$ cat src/rtl/sigmoid_taylor_core.sv
// rtl/sigmoid_taylor_core.sv - Q4.8 -> Q1.12 logistic sigmoid, piecewise cubic Taylor, 1-cycle latency
module sigmoid_taylor_core (
   input  logic        clk,
   input  logic        reset_n,
   input  logic [11:0] x,
   output logic [12:0] f_x
);

   logic [10:0]        w_a;
   logic [2:0]         w_seg;
   logic signed [8:0]  w_d;
   logic signed [17:0] w_k0, w_k1, w_k2, w_k3;
   logic signed [26:0] w_t3;
   logic signed [27:0] w_h2;
   logic signed [36:0] w_t2;
   logic signed [37:0] w_h1;
   logic signed [46:0] w_t1;
   logic signed [47:0] w_p;
   logic signed [47:0] w_pr;
   logic signed [19:0] w_q;
   logic [12:0]        w_p_sat;
   logic [12:0]        w_f_next;
   logic [12:0]        r_f_x;

   assign w_a   = x[11] ? (~x[10:0] + 11'd1) : x[10:0];
   assign w_seg = w_a[10:8];
   assign w_d   = $signed({1'b0, w_a[7:0]}) - 9'sd128;

   // Q1.16 Taylor coefficients about c = seg + 0.5: s(c), s'(c), s''(c)/2, s'''(c)/6
   always_comb begin
      w_k0 = 18'sd0;
      w_k1 = 18'sd0;
      w_k2 = 18'sd0;
      w_k3 = 18'sd0;
      case (w_seg)
         3'd0: begin w_k0 = 18'sd40793; w_k1 = 18'sd15401; w_k2 = -18'sd1886; w_k3 = -18'sd1052; end
         3'd1: begin w_k0 = 18'sd53581; w_k1 = 18'sd9774;  w_k2 = -18'sd3104; w_k3 = 18'sd171;   end
         3'd2: begin w_k0 = 18'sd60565; w_k1 = 18'sd4594;  w_k2 = -18'sd1949; w_k3 = 18'sd444;   end
         3'd3: begin w_k0 = 18'sd63615; w_k1 = 18'sd1865;  w_k2 = -18'sd878;  w_k3 = 18'sd258;   end
         3'd4: begin w_k0 = 18'sd64816; w_k1 = 18'sd712;   w_k2 = -18'sd348;  w_k3 = 18'sd111;   end
         3'd5: begin w_k0 = 18'sd65269; w_k1 = 18'sd266;   w_k2 = -18'sd132;  w_k3 = 18'sd43;    end
         3'd6: begin w_k0 = 18'sd65438; w_k1 = 18'sd98;    w_k2 = -18'sd49;   w_k3 = 18'sd16;    end
         default: begin w_k0 = 18'sd65500; w_k1 = 18'sd36; w_k2 = -18'sd18;   w_k3 = 18'sd6;     end
      endcase
   end

   // Horner chain; each stage widened so no bit is ever dropped (frac 24 -> 32 -> 40)
   assign w_t3 = 27'(w_k3) * 27'(w_d);
   assign w_h2 = 28'(w_t3) + (28'(w_k2) <<< 8);
   assign w_t2 = 37'(w_h2) * 37'(w_d);
   assign w_h1 = 38'(w_t2) + (38'(w_k1) <<< 16);
   assign w_t1 = 47'(w_h1) * 47'(w_d);
   assign w_p  = 48'(w_t1) + (48'(w_k0) <<< 24);
   assign w_pr = w_p + (48'sd1 <<< 27);
   assign w_q  = 20'(w_pr >>> 28);

   always_comb begin
      w_p_sat = w_q[12:0];
      if (w_q < 20'sd0)
         w_p_sat = 13'h0000;
      else if (w_q > 20'sd4096)
         w_p_sat = 13'h1000;
   end

   // Both signs share one magnitude result, so f(x) + f(-x) is exactly 1.0
   always_comb begin
      w_f_next = w_p_sat;
      if (x == 12'h000)
         w_f_next = 13'h0800;
      else if (x == 12'h800)
         w_f_next = 13'h0000;
      else if (x[11])
         w_f_next = 13'h1000 - w_p_sat;
   end

   always_ff @(posedge clk or negedge reset_n) begin
      if (!reset_n)
         r_f_x <= 13'h0000;
      else
         r_f_x <= w_f_next;
   end

   assign f_x = r_f_x;

endmodule

$ cat config.mk
export PLATFORM = sky130hd
export DESIGN_NAME = sigmoid_taylor_core
export DESIGN_NICKNAME = d
export VERILOG_FILES = /design/src/rtl/sigmoid_taylor_core.sv
export SDC_FILE = /design/constraint.sdc
export NUM_CORES = 1
export LEC_CHECK = 0
export ABC_AREA = 1
export CAP_MARGIN = 25
export CORE_UTILIZATION = 60
export DETAILED_ROUTE_END_ITERATION = 10
export PLACE_DENSITY = 0.76
export SLEW_MARGIN = 20
export SYNTH_ARGS = -nofsm -noshare
export SYNTH_HDL_FRONTEND = slang
export SYNTH_SLANG_ARGS = --single-unit
$ cat constraint.sdc
create_clock -name clk -period 0.8 [get_ports clk]
set_input_delay 0.16 -clock clk [delete_from_list [all_inputs] [get_ports clk]]
set_output_delay 0.16 -clock clk [all_outputs]
set_load 0.02 [all_outputs]
==> flow_metrics.py <==
metrics = {
    "outcome": {
        "status": "complete, but fails checks",
        "violations": "negative setup slack",
    },
    "cells_and_area": {
        "nFillCells": 2864,
        "fin_util_pct": 78.6,
        "fin_nets": 4862,
        "seqCellArea_um2": 325,
        "area_growth_pct": 29.3,
        "largest_register_ffs": 13,
        "drive_gt1_share_pct": 26.1,
        "multiInputGateArea_um2": 23700,
    },
    "synthesis": {
        "ys_warn_count": 0,
        "syn_nets": 4212,
        "yosys_most_used_dff": "dfrtp_1",
        "async_flop_share_pct": 100,
        "syn_area_per_cell_um2": 7.82,
        "ys_seq_area_share_pct": 1.24,
        "synth_seq_cells": 13,
        "ys_types": 52,
        "synthesis.area_um2": 26200,
        "synth_edf_count": 0,
        "synthCells": 3348,
    },
    "place": {
        "portBuffers": 26,
        "hpwlAfterDp_um": 65000,
        "gp_congestion": 1.03,
    },
    "worst_setup_path": {
        "arrival_ns": 17.40,
        "crit_start": "x[1]",
        "required_ns": 0.97,
        "cpMaxStageDelayCell": "fa_1",
        "cp_slowest_stage_delay_ns": 0.57,
        "crit_top_cell": "fa_1",
        "critPathKind": "in2reg",
        "critPathCaptureType": "flop",
        "cp_max_fo": 7,
        "cp-start-kind": "primary input",
    },
    "clocking": {
        "cts_sinks": 13,
        "cts_buffer_depth": 2,
        "clockRootBuffer": "clkbuf_16",
        "clkTransAtPathRegs_ns": 0.05,
        "h-tree-depth": 1,
        "hold_buffers": 0,
        "cts_buffers": 3,
        "cts_tree": "yes",
    },
    "die": {
        "io_pins": 27,
        "die-area_um2": 44500,
        "die_y_um": 211,
        "core-area_um2": 43100,
        "die-width_um": 211,
        "start_util_pct": 60.8,
        "fp-row-count": 76,
    },
    "timing": {
        "worst_pin_slew_ns": 0.664,
        "worst_slack_ns": -16.43,
        "fin_crit_ns": 17.23,
        "setup_viol": 26,
        "slew_headroom_pct": 55.7,
        "worst_hold_slack_ns": 0.241,
        "drv_slew": 0,
        "hold_violations": 0,
        "post-route-period-util_pct": 2150,
        "max_freq_ghz": 0.0580,
        "rsz0062_at_grt": "yes",
    },
    "flow_run": {
        "cap_violations": 0,
    },
    "drt": {
        "vias_per_cell": 5.36,
        "dr_total_vias": 24551,
        "drt-total-wl_um": 78700,
        "wl_per_cell_um": 17.2,
        "first_pass_iters": 9,
        "drc": 0,
        "drt_iter0_markers": 2031,
        "drtAntennaViolNets": 0,
    },
    "grt": {
        "grt_start_max_net_pins": 56,
        "antenna_found_initial": 2,
        "grtUsageMet1_pct": 45.3,
        "grt_pass1_wl_um": 129000,
        "overflow": 0,
        "grt_use_total_pct": 36.5,
        "grt_most_used_layer": "met2",
        "use_met2_pct": 63.7,
        "grt_pass1_vias": 27025,
        "grt_use_met3_pct": 4.80,
    },
    "worst_hold_path": {
        "min_path_type": "in2async",
    },
}
-- final timing paths --
kind / end / slack, ns / depth (start not counted)
max: f_x[6] / -16.43 / 100
min: f_x[1] / 0.24 / 2
max in group asynchronous: f_x[9] / 0.45 / 2
min in group clk: f_x[5] / 0.56 / 4
-- per-layer routing --
metal	vias to the layer above	share of wire, %
met4	2	5.8
met2	1210	49
met5	-	0.017
li1	11026	-
met1	11994	37
met3	319	7.9
-- worst max-delay path, delay by kind of cell --
| family | cells | cell delay (ns) |
|---|---|---|
| AOI/OAI and AO/OA | 13 | 2.05 |
| adders and majority gates | 21 | 8.80 |
| and+or+nand+nor | 33 | 3.09 |
| xor gates and xnor gates | 4 | 0.80 |
| buffers and inverters | 29 | 2.49 |
-- synth_stat cells, types with 14 or more instances --
library cell	instances	area, µm²
nand3_1	51	255
o21ai_2	14	123
ha_1	230	2880
nor3_1	17	85.1
nand2_1	667	2500
nor2_1	409	1540
xor2_1	41	359
xnor2_1	21	184
a21oi_1	122	611
inv_1	871	3270
clkbuf_1	62	233
o21ai_0	56	280
fa_1	620	12400
nand2_2	14	87.6
-- layout by cell type (no fill, tap or decap), types with 19 or more instances in the layout --
master and count:
inv_2 40, inv_1 831, nand2_4 22, ha_1 195
xnor2_1 20, nor2_1 374, fa_1 610, o21ai_2 22
buf_6 32, nor2_4 24, nand3_1 40, ha_4 32
xor2_1 26, nor2_2 19, nand2_2 46, a21oi_1 99
buf_4 667, nand2_1 618, a21oi_2 23, o21ai_0 36
-- cell families (layout without fill, tap and decap cells) --
kind of cell             Yosys count  after routing  share of synthesized area (%)
other                              0              1                              0
AO/OA/AOI/OAI                    248            248                           5.49
flip-flops                        13             13                           1.24
AND/OR/NAND/NOR                 1213           1213                           18.8
XOR/XNOR                          65             65                           2.26
buffers and inverters            959           1608                           13.8
adder cells (fa/ha/maj)          850            850                           58.4
-- layout make-up --
| type | count | area share, % |
|---|---|---|
| diodes | 1 | 0.00739 |
| flip-flops and latches | 13 | 0.961 |
| well taps | 585 | 2.16 |
| inverters | 883 | 9.90 |
| multi-input cells | 2376 | 70.0 |
| clock buffers | 4 | 0.233 |
| repair buffers | 721 | 16.7 |
-- stage by stage --
stage / cells / setup WS [ns] / area (µm²) / setup TNS [ns]
6_report: 4583 / -16.43 / 33800 / -213.78
3_3_place_gp: 4509 / -16.89 / 32100 / -221.81
4_1_cts: 4557 / -16.01 / 33100 / -208.14
5_1_grt: 4583 / -17.04 / 33800 / -222.16
2_1_floorplan: 3348 / -15.86 / 26600 / -203.76
3_5_place_dp: 4509 / -17.22 / 32100 / -226.31
-- repair_timing --
action,CTS,global route
buffers inserted,46,25
endpoints found under the setup margin,26,26
pin swaps,102,73
resized for setup,246,124
Power is not shown: default switching activity piles up to over one toggle a cycle in this logic, so the estimate is an artifact.
